**config.mk**
```make
export PLATFORM = sky130hd
export DESIGN_NAME = cim_tile_ctrl_flat
export DESIGN_NICKNAME = d
export VERILOG_FILES = /design/src/rtl/cim_tile_ctrl_if.sv /design/src/rtl/cim_tile_ctrl.sv /design/src/flat_wrapper.sv
export SDC_FILE = /design/constraint.sdc
export NUM_CORES = 1
export LEC_CHECK = 0
export ABC_CLOCK_PERIOD_IN_PS = 2400
export CAP_MARGIN = 20
export CORE_MARGIN = 1
export CORE_UTILIZATION = 62
export CTS_CLUSTER_DIAMETER = 200
export CTS_CLUSTER_SIZE = 14
export DETAILED_ROUTE_END_ITERATION = 8
export DONT_BUFFER_PORTS = 1
export MAX_ROUTING_LAYER = met4
export PLACE_DENSITY = 0.81
export SLEW_MARGIN = 20
export SYNTH_ARGS = -nofsm -noshare
export SYNTH_HDL_FRONTEND = slang
export SYNTH_SLANG_ARGS = --single-unit
```
**constraint.sdc**
```tcl
create_clock -name clk -period 2.4 [get_ports clk]
set_input_delay 0.48 -clock clk [delete_from_list [all_inputs] [get_ports clk]]
set_output_delay 0.48 -clock clk [all_outputs]
set_load 0.02 [all_outputs]
```
**src/rtl/cim_tile_ctrl_if.sv**
```systemverilog
// Signal bundle between the CIM tile controller and its initiator, crossbar, ADC and output buffer.
// The controller takes the slave view; the initiator side (or a bench) takes the master view.
interface cim_tile_ctrl_if #(
   parameter int XBAR_SIZE  = 128,
   parameter int BUS_WIDTH  = 16,
   parameter int NUM_ADDR   = XBAR_SIZE / BUS_WIDTH,
   parameter int ADDR_WIDTH = (NUM_ADDR > 1) ? $clog2(NUM_ADDR) : 1,
   parameter int NUM_COLS   = 8,
   parameter int COL_WIDTH  = (NUM_COLS > 1) ? $clog2(NUM_COLS) : 1,
   parameter int ADC_WIDTH  = 8
);
   logic                  i_cim_we;
   logic                  i_cim_start;
   logic [ADDR_WIDTH-1:0] i_addr;
   logic [BUS_WIDTH-1:0]  i_data;
   logic                  o_cim_ready;
   logic [XBAR_SIZE-1:0]  o_xbar_in;
   logic                  o_xbar_en;
   logic                  o_adc_start;
   logic [COL_WIDTH-1:0]  o_col_sel;
   logic [ADC_WIDTH-1:0]  i_adc_data;
   logic                  o_obuf_we;
   logic [COL_WIDTH-1:0]  o_obuf_addr;
   logic [ADC_WIDTH-1:0]  o_obuf_data;

   modport slave (
      input  i_cim_we, i_cim_start, i_addr, i_data, i_adc_data,
      output o_cim_ready, o_xbar_in, o_xbar_en, o_adc_start, o_col_sel,
             o_obuf_we, o_obuf_addr, o_obuf_data
   );

   modport master (
      output i_cim_we, i_cim_start, i_addr, i_data, i_adc_data,
      input  o_cim_ready, o_xbar_in, o_xbar_en, o_adc_start, o_col_sel,
             o_obuf_we, o_obuf_addr, o_obuf_data
   );
endinterface

```
**src/rtl/cim_tile_ctrl.sv**
```systemverilog
// Compute-in-memory tile controller: loads the crossbar row buffer, pulses the row drive,
// then steps the ADC across every column and streams each result into the output buffer.
module cim_tile_ctrl #(
   parameter int XBAR_SIZE  = 128,
   parameter int BUS_WIDTH  = 16,
   parameter int NUM_ADDR   = XBAR_SIZE / BUS_WIDTH,
   parameter int ADDR_WIDTH = (NUM_ADDR > 1) ? $clog2(NUM_ADDR) : 1,
   parameter int NUM_COLS   = 8,
   parameter int COL_WIDTH  = (NUM_COLS > 1) ? $clog2(NUM_COLS) : 1,
   parameter int ADC_WIDTH  = 8,
   parameter int ADC_CYCLES = 2
) (
   input logic            clk,
   input logic            rst,
   cim_tile_ctrl_if.slave bus
);
   localparam int IDX_W = (NUM_ADDR > 1) ? $clog2(NUM_ADDR) : 1;
   localparam int PH_W  = (ADC_CYCLES > 1) ? $clog2(ADC_CYCLES) : 1;
   localparam int AW1   = ADDR_WIDTH + 1;
   localparam logic [AW1-1:0]       ADDR_LIMIT = AW1'(NUM_ADDR);
   localparam logic [COL_WIDTH-1:0] LAST_COL   = COL_WIDTH'(NUM_COLS - 1);
   localparam logic [PH_W-1:0]      LAST_PH    = PH_W'(ADC_CYCLES - 1);

   typedef enum logic [1:0] {
      IDLE    = 2'd0,
      APPLY   = 2'd1,
      CONVERT = 2'd2,
      DONE    = 2'd3
   } state_t;

   state_t               state_q, state_d;
   logic [COL_WIDTH-1:0] col_q;
   logic [PH_W-1:0]      phase_q;
   logic [BUS_WIDTH-1:0] row_buf [NUM_ADDR];
   logic [XBAR_SIZE-1:0] xbar_vec;
   logic                 addr_ok;
   logic                 buf_we;
   logic                 ready, xbar_en, adc_start, obuf_we;
   logic [COL_WIDTH-1:0] col_sel, obuf_addr;
   logic [ADC_WIDTH-1:0] obuf_data;

   // Zero-extend the address so out-of-range words (e.g. 9 of 8) are rejected instead of aliasing.
   assign addr_ok = ({1'b0, bus.i_addr} < ADDR_LIMIT);

   always_ff @(posedge clk) begin
      if (rst) begin
         state_q <= IDLE;
         col_q   <= '0;
         phase_q <= '0;
      end else begin
         state_q <= state_d;
         if (state_q == CONVERT) begin
            if (phase_q == LAST_PH) begin
               phase_q <= '0;
               col_q   <= col_q + COL_WIDTH'(1);
            end else begin
               phase_q <= phase_q + PH_W'(1);
            end
         end else begin
            col_q   <= '0;
            phase_q <= '0;
         end
      end
   end

   always_ff @(posedge clk) begin
      if (rst) begin
         for (int k = 0; k < NUM_ADDR; k++) row_buf[k] <= '0;
      end else if (buf_we) begin
         row_buf[bus.i_addr[IDX_W-1:0]] <= bus.i_data;
      end
   end

   always_comb begin
      xbar_vec = '0;
      for (int k = 0; k < NUM_ADDR; k++) xbar_vec[k*BUS_WIDTH +: BUS_WIDTH] = row_buf[k];
   end

   // A write in the same cycle as a start wins; the start is only taken on a write-free cycle.
   always_comb begin
      state_d   = state_q;
      ready     = 1'b0;
      xbar_en   = 1'b0;
      adc_start = 1'b0;
      obuf_we   = 1'b0;
      col_sel   = '0;
      obuf_addr = '0;
      obuf_data = '0;
      buf_we    = 1'b0;
      case (state_q)
         IDLE: begin
            ready  = 1'b1;
            buf_we = bus.i_cim_we && addr_ok;
            if (bus.i_cim_start && !bus.i_cim_we) state_d = APPLY;
         end
         APPLY: begin
            xbar_en = 1'b1;
            state_d = CONVERT;
         end
         CONVERT: begin
            col_sel   = col_q;
            adc_start = (phase_q == '0);
            if (phase_q == LAST_PH) begin
               obuf_we   = 1'b1;
               obuf_addr = col_q;
               obuf_data = bus.i_adc_data;
               if (col_q == LAST_COL) state_d = DONE;
            end
         end
         DONE:    state_d = IDLE;
         default: state_d = IDLE;
      endcase
   end

   assign bus.o_cim_ready = ready;
   assign bus.o_xbar_in   = xbar_vec;
   assign bus.o_xbar_en   = xbar_en;
   assign bus.o_adc_start = adc_start;
   assign bus.o_col_sel   = col_sel;
   assign bus.o_obuf_we   = obuf_we;
   assign bus.o_obuf_addr = obuf_addr;
   assign bus.o_obuf_data = obuf_data;
endmodule

```
**src/flat_wrapper.sv**
```systemverilog
// flat-port wrapper written by rule: the top's interface ports become plain ports
module cim_tile_ctrl_flat 
#(
   parameter int XBAR_SIZE  = 128,
   parameter int BUS_WIDTH  = 16,
   parameter int NUM_ADDR   = XBAR_SIZE / BUS_WIDTH,
   parameter int ADDR_WIDTH = (NUM_ADDR > 1) ? $clog2(NUM_ADDR) : 1,
   parameter int NUM_COLS   = 8,
   parameter int COL_WIDTH  = (NUM_COLS > 1) ? $clog2(NUM_COLS) : 1,
   parameter int ADC_WIDTH  = 8,
   parameter int ADC_CYCLES = 2
)
  (clk, rst, bus_i_cim_we, bus_i_cim_start, bus_i_addr, bus_i_data, bus_i_adc_data, bus_o_cim_ready, bus_o_xbar_in, bus_o_xbar_en, bus_o_adc_start, bus_o_col_sel, bus_o_obuf_we, bus_o_obuf_addr, bus_o_obuf_data);
  cim_tile_ctrl_if #(.XBAR_SIZE(XBAR_SIZE), .BUS_WIDTH(BUS_WIDTH), .NUM_ADDR(NUM_ADDR), .ADDR_WIDTH(ADDR_WIDTH), .NUM_COLS(NUM_COLS), .COL_WIDTH(COL_WIDTH), .ADC_WIDTH(ADC_WIDTH)) bus_i ();
  input logic clk;
  input logic rst;
  input wire logic [$bits(bus_i.i_cim_we)-1:0] bus_i_cim_we;
  input wire logic [$bits(bus_i.i_cim_start)-1:0] bus_i_cim_start;
  input wire logic [$bits(bus_i.i_addr)-1:0] bus_i_addr;
  input wire logic [$bits(bus_i.i_data)-1:0] bus_i_data;
  input wire logic [$bits(bus_i.i_adc_data)-1:0] bus_i_adc_data;
  output wire logic [$bits(bus_i.o_cim_ready)-1:0] bus_o_cim_ready;
  output wire logic [$bits(bus_i.o_xbar_in)-1:0] bus_o_xbar_in;
  output wire logic [$bits(bus_i.o_xbar_en)-1:0] bus_o_xbar_en;
  output wire logic [$bits(bus_i.o_adc_start)-1:0] bus_o_adc_start;
  output wire logic [$bits(bus_i.o_col_sel)-1:0] bus_o_col_sel;
  output wire logic [$bits(bus_i.o_obuf_we)-1:0] bus_o_obuf_we;
  output wire logic [$bits(bus_i.o_obuf_addr)-1:0] bus_o_obuf_addr;
  output wire logic [$bits(bus_i.o_obuf_data)-1:0] bus_o_obuf_data;
  assign bus_i.i_cim_we = bus_i_cim_we;
  assign bus_i.i_cim_start = bus_i_cim_start;
  assign bus_i.i_addr = bus_i_addr;
  assign bus_i.i_data = bus_i_data;
  assign bus_i.i_adc_data = bus_i_adc_data;
  assign bus_o_cim_ready = bus_i.o_cim_ready;
  assign bus_o_xbar_in = bus_i.o_xbar_in;
  assign bus_o_xbar_en = bus_i.o_xbar_en;
  assign bus_o_adc_start = bus_i.o_adc_start;
  assign bus_o_col_sel = bus_i.o_col_sel;
  assign bus_o_obuf_we = bus_i.o_obuf_we;
  assign bus_o_obuf_addr = bus_i.o_obuf_addr;
  assign bus_o_obuf_data = bus_i.o_obuf_data;
  cim_tile_ctrl #(.XBAR_SIZE(XBAR_SIZE), .BUS_WIDTH(BUS_WIDTH), .NUM_ADDR(NUM_ADDR), .ADDR_WIDTH(ADDR_WIDTH), .NUM_COLS(NUM_COLS), .COL_WIDTH(COL_WIDTH), .ADC_WIDTH(ADC_WIDTH), .ADC_CYCLES(ADC_CYCLES)) u_core (.clk(clk), .rst(rst), .bus(bus_i));
endmodule
```
### Yosys cells after proc, flatten, opt, wreduce, memory -nomap -nowiden

Memories as Yosys holds them, arrays and structs flattened.
Cells that the tools add are included.

| cells by class | value |
|---|---|
| add/subtract/negate cells | 2 |
| equal/unequal tests | 7 |
| mux-type cells | 23 |
| bitwise logic cells | 2 |
| reduce and logical (&&, ||, !) cells | 7 |

Operators by type and width:

| kind | count |
|---|---|
| 2-to-1 mux 16 bit | 1 |
| 2-to-1 mux 8 bit | 2 |
| OR reduction 16 bit | 1 |
| 2-to-1 mux 1 bit | 12 |
| 2-to-1 mux 3 bit | 4 |
| one-hot mux 2 bit (4 select lines) | 1 |
| 2-to-1 mux 2 bit | 3 |
| == test 2 bit (second input constant) | 2 |
| != test 2 x 1 -> 1 bit (second input constant) | 2 |
| adder 3 x 1 -> 3 bit (second input constant) | 1 |
| == test 3 bit (second input constant) | 1 |
| AND reduction 3 bit | 1 |
| OR reduction 3 bit | 1 |
| == test 2 x 1 -> 1 bit (second input constant) | 1 |
| zero test 2 bit | 1 |
| != test 2 bit (second input constant) | 1 |
| NOT 1 bit | 2 |
| OR reduction 2 bit | 1 |
| adder 1 bit (second input constant) | 1 |
| logical AND 1 bit | 1 |
| zero test 1 bit | 1 |

| word-level totals | value |
|---|---|
| register bits after elaboration | 6 |
| memory bits (writable) | 128 |
| word-level logic and storage cells | 45 |
| memories | 1 |

Memories:

| name | depth | width | read ports | clocked after Yosys merged registers in | write ports | line | source |
|---|---|---|---|---|---|---|---|
| u_core.row_buf | 8 | 16 | 8 | 0 | 8 | cim_tile_ctrl.sv:34 | `logic [BUS_WIDTH-1:0] row_buf [NUM_ADDR];` |

### Depth between registers and ports, before layout

Gate-level depths: netlist of run 1.

| depth | value |
|---|---|
| depth after elaboration | 7 |
| mapped depth | 6 |
| gate-level depth less buffers | 5 |

### Worst setup path after synthesis of run 1

OpenSTA, ideal clock, no wires.

| timing | value |
|---|---|
| path kind | flip-flop to flip-flop |
| start | register u_core.state_q[0] |
| end | memory u_core.row_buf[0][0], enable pin |
| library setup time | 334 ps |
| data arrival time | 1658 ps |
| data required time | 2066 ps |
| slack | 409 ps |
| stages on the path, launching flop included | 6 |
| path buffers | 0 |
| period minus slack after synthesis | 1991 ps |
| cells stage by stage | dfxtp_1 -> inv_1 -> ha_1 -> nand2_1 -> nor4b_4 -> or2_2 |

RTL lines:

| what | line | source |
|---|---|---|
| start, declared | cim_tile_ctrl.sv:31 | `state_t state_q, state_d;` |
| start signal, assigned | cim_tile_ctrl.sv:51 | `state_q <= state_d;` |
| end, declared | cim_tile_ctrl.sv:34 |  |

### Final worst setup path of run 1

| timing | value |
|---|---|
| start | register u_core.state_q[0] |
| end | output port bus_o_adc_start |

| on the way | value |
|---|---|
| cells in the longest elaborated chain, start to end | 2 |

RTL lines:

| what | line | source |
|---|---|---|
| == test 2 bit | cim_tile_ctrl.sv:90 | `case (state_q)` |
| 2-to-1 mux 1 bit | cim_tile_ctrl.sv:90 |  |
| end, declared | flat_wrapper.sv:25 | `output wire logic [$bits(bus_i.o_adc_start)-1:0] bus_o_adc_start;` |

No other way between the ends.

==> results.txt, run 1 <==
Slew @ Worst Pin -> 0.496 ns
layout cells sized above 1 -> 16.2%
Die H -> 94.8 um
post-DR wirelength/cell -> 23.3 um
die area -> 8980 sq um
post-synthesis cell type count -> 28
Synth Area per Inst -> 15.8 sq um
data required time of the critical path -> 1.92 ns
status -> finished clean
Final Critical Period -> 2.28 ns
number of global-route vias before repair -> 2663
CP Launch Type -> register
num rows -> 33
Core ar. -> 8260 sq um
cell area power density -> 1000 nW/um^2
vias per cell -> 5.90
crit path DAT -> 1.80 ns
Fmax -> 438 MHz
Post-route DRC -> 0
cell taking the most area after synthesis -> edfxtp_1
top cells by area, synth -> edfxtp_1 (72%), and2_1 (15%), dfxtp_1 (2.3%), ha_1 (1.4%), and3_1 (1.3%)
CTS tree -> built
kind of critical path -> reg2out
global-route wire length before repair -> 15600 um
gp weighted congestion -> 0.760
max cap viols -> 0
most frequent cell after synthesis -> and2_1
Setup Slack @ Placement -> 0.270 ns
Vias -> 2765
syn_nets -> 375
antenna fix cells -> 0
Clock Latency Late Sink -> 0.52 ns
sequential-to-total area share from yosys stat -> 74.3%
CTS Sinks -> 134
final worst slack -> 0.116 ns
GRT overflow -> 0
# Post-CTS Setup Buffers -> 0
Synth top area share -> 72.1%
asr flop ratio synth -> 0%
Cells after Synth -> 338
Final Net Count -> 388
Hold Path Class -> in2reg
Iteration-0 DRC Markers -> 146
CTS Buffer Depth -> 2
fin util -> 73.9%
CTS Buf Count -> 17
fin. max-slew vios -> 0
first-pass detailed-route iteration total -> 4
Final setup viols -> 0
Post-synth top cells -> and2_1 (132), edfxtp_1 (128), and3_1 (11), or2_2 (8), clkbuf_1 (7)
Worst setup EP type -> output pin
I/O Pins -> 177
die extent in x -> 94.8 um
VDD IR max -> 0.657 mV
Port Buffers -> 0
number of enable flip-flop cells after synthesis -> 128
Area Growth Syn to Fin -> 14.5%
WL final -> 10900 um
pin count of the biggest net entering global routing -> 20
post-route clock period utilization -> 95.2%
Filler cells -> 481
setup TNS -> 0 ns
H-tree Lvls -> 4
total power -> 6.12 mW
Lkg Pwr -> 2.35 nW
post-synthesis register bit count -> 134
CP Max Fanout -> 19
Tot GR Track Use -> 26.0%
Final Hold Fails -> 0
Post-Synthesis Cell Area -> 5330 sq um
final clock skew -> 0.00803 ns
detailed placer's ending HPWL -> 7190 um
Starting Density -> 64.6%
antenna-violating nets left -> 0
clk root buf -> clkbuf_8
Ys Warns -> 0
ys flop type -> edfxtp_1
Hold WS -> 0.0302 ns
initial antenna violation count -> 0
Slew Limit Headroom -> 66.9%
clk slew on worst S/H paths -> 0.06 ns
## logic make-up after synthesis
group	Yosys count	synth area share [%]
AND/OR/NAND/NOR	175	21.8
flip-flops	134	74.3
buffers and inverters	16	1.34
adder cells (fa/ha/maj)	6	1.41
AO/OA/AOI/OAI	3	0.446
multiplexers	3	0.563
XOR/XNOR	1	0.164
## placed cells by master (no fill, tap or decap), drive strengths merged, types with 2 or more instances in the layout
cell type	n
and2	132
buf	8
inv	5
ha	6
clkbuf	18
and3	11
bufinv	5
nor4	2
clkinv	6
nor3	3
nand2b	5
dfxtp	6
a211oi	2
nor2	6
nand2	2
nor2b	2
or2	8
edfxtp	128
mux2i	3
## final timing paths
check                                  startpoint                    to  slack, ns  depth (start not counted)
worst max-delay path            u_core.state_q[0]       bus_o_adc_start       0.12                          3
worst min-delay path                          rst        u_core.phase_q       0.03                          1
worst max register to register  u_core.state_q[0]  u_core.row_buf[0][8]       0.25                          5
worst min register to register  u_core.state_q[1]     u_core.state_q[1]       0.51                          2
## metal layers
layer  up-vias  share of wire (%)  track usage (%)  wire length (um)
met4         0                1.8             9.34               195
met1      1360                 36             27.7              3970
li1       1208                  -                -                 -
met5         -                  0                -                 0
met2       181                 51             43.2              5600
met3        16                 10             11.0              1140
## cell type report
cell class | instances | area (sq um) | area share, %
flip-flops and latches | 134 | 3960 | 64.9
clock inverters | 14 | 224 | 3.67
well taps | 105 | 131 | 2.15
multi-input cells | 188 | 1300 | 21.3
inverters | 2 | 7.51 | 0.123
clock buffers | 18 | 418 | 6.84
repair buffers | 8 | 60.1 | 0.984
## registers in the layout, summed over array words and instances, names as in the netlist
| register | cells |
|---|---|
| u_core.phase_q | 1 |
| u_core.row_buf | 128 |
| u_core.col_q | 3 |
| u_core.state_q | 2 |
## timing repair
item,CTS,global route
gates resized for setup,0,1
hold buffers,0,0
setup endpoints to repair,0,1
## stage by stage
step / cell area (sq um) / std cells
6_report: 6110 / 469
3_3_place_gp: 5460 / 437
3_5_place_dp: 5460 / 437
4_1_cts: 6100 / 469
2_1_floorplan: 5330 / 338
5_1_grt: 6110 / 469
## critical path, stage by stage (launching register included)
cell     delay (ns)
dfxtp_1        0.32
inv_1          0.13
ha_1           0.46
nor2b_2        0.38
## power breakdown
part / leakage [nW] / switching (mW) / total [mW] / internal (mW)
Clock: 0.316 / 0.993 / 2.80 / 1.81
Sequential: 1.37 / 0.234 / 2.96 / 2.72
Combinational: 0.657 / 0.247 / 0.363 / 0.116
Note: power is estimated with default switching activity, not from simulation.
==> run 2: changes to the inputs <==
--- a/config.mk
+++ b/config.mk
@@ -8,13 +8,14 @@
 export ABC_CLOCK_PERIOD_IN_PS = 2400
 export CAP_MARGIN = 20
 export CORE_MARGIN = 1
-export CORE_UTILIZATION = 62
+export CORE_UTILIZATION = 65
+export CTS_BUF_LIST = sky130_fd_sc_hd__clkbuf_4
 export CTS_CLUSTER_DIAMETER = 200
 export CTS_CLUSTER_SIZE = 14
 export DETAILED_ROUTE_END_ITERATION = 8
 export DONT_BUFFER_PORTS = 1
 export MAX_ROUTING_LAYER = met4
-export PLACE_DENSITY = 0.81
+export PLACE_DENSITY = 0.84
 export SLEW_MARGIN = 20
 export SYNTH_ARGS = -nofsm -noshare
 export SYNTH_HDL_FRONTEND = slang
==> run 2 against run 1 <==
  * Combinational power barely moved
  * Critical endpoint unchanged
  * Power down 21%
  * Non-clock buffer count up 1
  * Clock power down 46%
  * Largest cell class unchanged
  * Cell count decreased by 0.64%
  * Global-route usage is 1.6 points higher
  * Count of clock-buffer cells in the layout down 1
  * Critical path depth did not move
  * First-iteration DRC count rose by 67%
==> results.txt, run 2 (same netlist as run 1, synthesis figures left out) <==
status -> finished clean
Iteration-0 DRC Markers -> 244
Hold Path Class -> in2reg
setup TNS -> 0 ns
I/O Pins -> 177
Core ar. -> 7850 sq um
num rows -> 32
Area Growth Syn to Fin -> 7.95%
Slew @ Worst Pin -> 0.464 ns
Sw Ratio -> 26.5%
GRT overflow -> 0
die area -> 8570 sq um
Slew Limit Headroom -> 69.0%
power share of the clock group -> 31.2%
CTS tree -> built
Final setup viols -> 0
number of global-route vias before repair -> 2640
Top Metal Used -> met4
Fmax -> 452 MHz
fin. max-slew vios -> 0
Tot GR Track Use -> 27.6%
RSZ-0062 raised after global routing -> no
Starting Density -> 68.0%
CP peak stage delay -> 0.43 ns
Vias -> 2781
data required time of the critical path -> 1.92 ns
vias per cell -> 5.97
gp weighted congestion -> 0.798
antenna-violating nets left -> 0
biggest regs -> u_core.row_buf: 128 flops, u_core.col_q: 3 flops, u_core.state_q: 2 flops
max FFs per register -> 128
CTS Buffer Depth -> 2
layout cells sized above 1 -> 15.7%
met2 WL -> 5620 um
Lkg Pwr -> 2.19 nW
Post-Layout Inst Area -> 5760 sq um
Switch Pwr -> 1.28 mW
Worst setup EP type -> output pin
max cap viols -> 0
Post-route DRC -> 0
pin count of the biggest net entering global routing -> 20
final clock skew -> 0.0112 ns
CTS Buf Count -> 17
Final Net Count -> 389
met3 routed WL -> 1260 um
global-route wire length before repair -> 16000 um
die extent in x -> 92.6 um
crit path DAT -> 1.73 ns
WL final -> 11000 um
Reg power frac -> 61.3%
Int Power -> 3.54 mW
# Post-CTS Setup Buffers -> 0
CP cell instances -> inv_1 -> ha_2 -> nor2b_1
Clock Latency Late Sink -> 0.51 ns
Met1 Routed Length -> 3760 um
Die H -> 92.6 um
cell area after placement -> 5460 sq um
WP buf/inv -> 1
dpl cells -> 434
clk slew on worst S/H paths -> 0.10 ns
Port Buffers -> 0
H-tree Lvls -> 4
initial antenna violation count -> 0
CP Launch Type -> register
post-DR wirelength/cell -> 23.6 um
post-route clock period utilization -> 92.3%
critical path's slowest cell -> nor2b_1
first-pass detailed-route iteration total -> 6
most common cell after layout, fill and taps aside -> and2_1
Final Hold Fails -> 0
Biggest register -> u_core.row_buf
reg2reg setup slack -> 0.26 ns
antenna fix cells -> 0
Final Critical Period -> 2.21 ns
cell area power density -> 837 nW/um^2
VDD IR max -> 0.536 mV
top cell family by delay on the critical path -> simple AND/OR/NAND/NOR gates
Logic pwr share -> 7.5%
CP Max Fanout -> 19
Layout Cells excl Fill -> 466
clk root buf -> clkbuf_4
commonest cells after routing, fill and taps aside -> and2_1 (132), edfxtp_1 (128), clkbuf_4 (17)
CTS Sinks -> 134
kind of critical path -> reg2out
detailed placer's ending HPWL -> 7450 um
==> run 2: layout make-up <==
cell class | count | area [sq um]
sequential | 134 | 3960
fill | 494 | 2090
multi-input combinational | 188 | 1300
clock inverter | 14 | 160
clock buffer | 17 | 128
tap | 102 | 128
timing repair buffer | 9 | 70.1
inverter | 2 | 7.51
==> run 2: path summary, 6_finish.rpt <==
check,depth (start not counted),from,to
worst max-delay path,3,u_core.state_q[0],bus_o_adc_start
worst max register to register,5,u_core.state_q[0],u_core.row_buf[0][9]
worst min-delay path,1,rst,u_core.state_q[0]
worst min register to register,2,u_core.state_q[1],u_core.state_q[1]
==> run 2: power groups by stage <==
stage                     registers (mW)  logic, mW  clock network, mW
after floorplan                     2.96      0.314                  0
after global placement              3.00      0.341                  0
after detailed placement            3.01      0.358                  0
after CTS                           2.95      0.359               1.52
after global routing                2.97      0.396               1.62
final                               2.95      0.362               1.51
==> run 2: timing repair <==
item                                   4_1_cts  5_1_grt
hold buffers                                 0        1
endpoints found under the hold margin        0        1
setup endpoints to repair                    0        1
gates resized for setup                      0        1
==> run 2: through the flow <==
stage	setup WS, ns	util (%)	hold slack, ns	power [mW]
global route	0.0792	73.4	0.0149	4.98
floorplan	0.409	-	0.469	3.27
detailed placement	0.275	69.5	0.505	3.37
CTS	0.0302	73.2	0.00467	4.83
finish	0.186	73.4	0.0391	4.82
global placement	0.355	69.5	0.480	3.34
==> run 2: metal layers <==
| metal | GRT usage, % | up-vias |
|---|---|---|
| li1 | - | 1210 |
| met1 | 30.0 | 1354 |
| met2 | 45.5 | 188 |
| met3 | 10.3 | 29 |
| met4 | 12.1 | 0 |
| met5 | - | - |
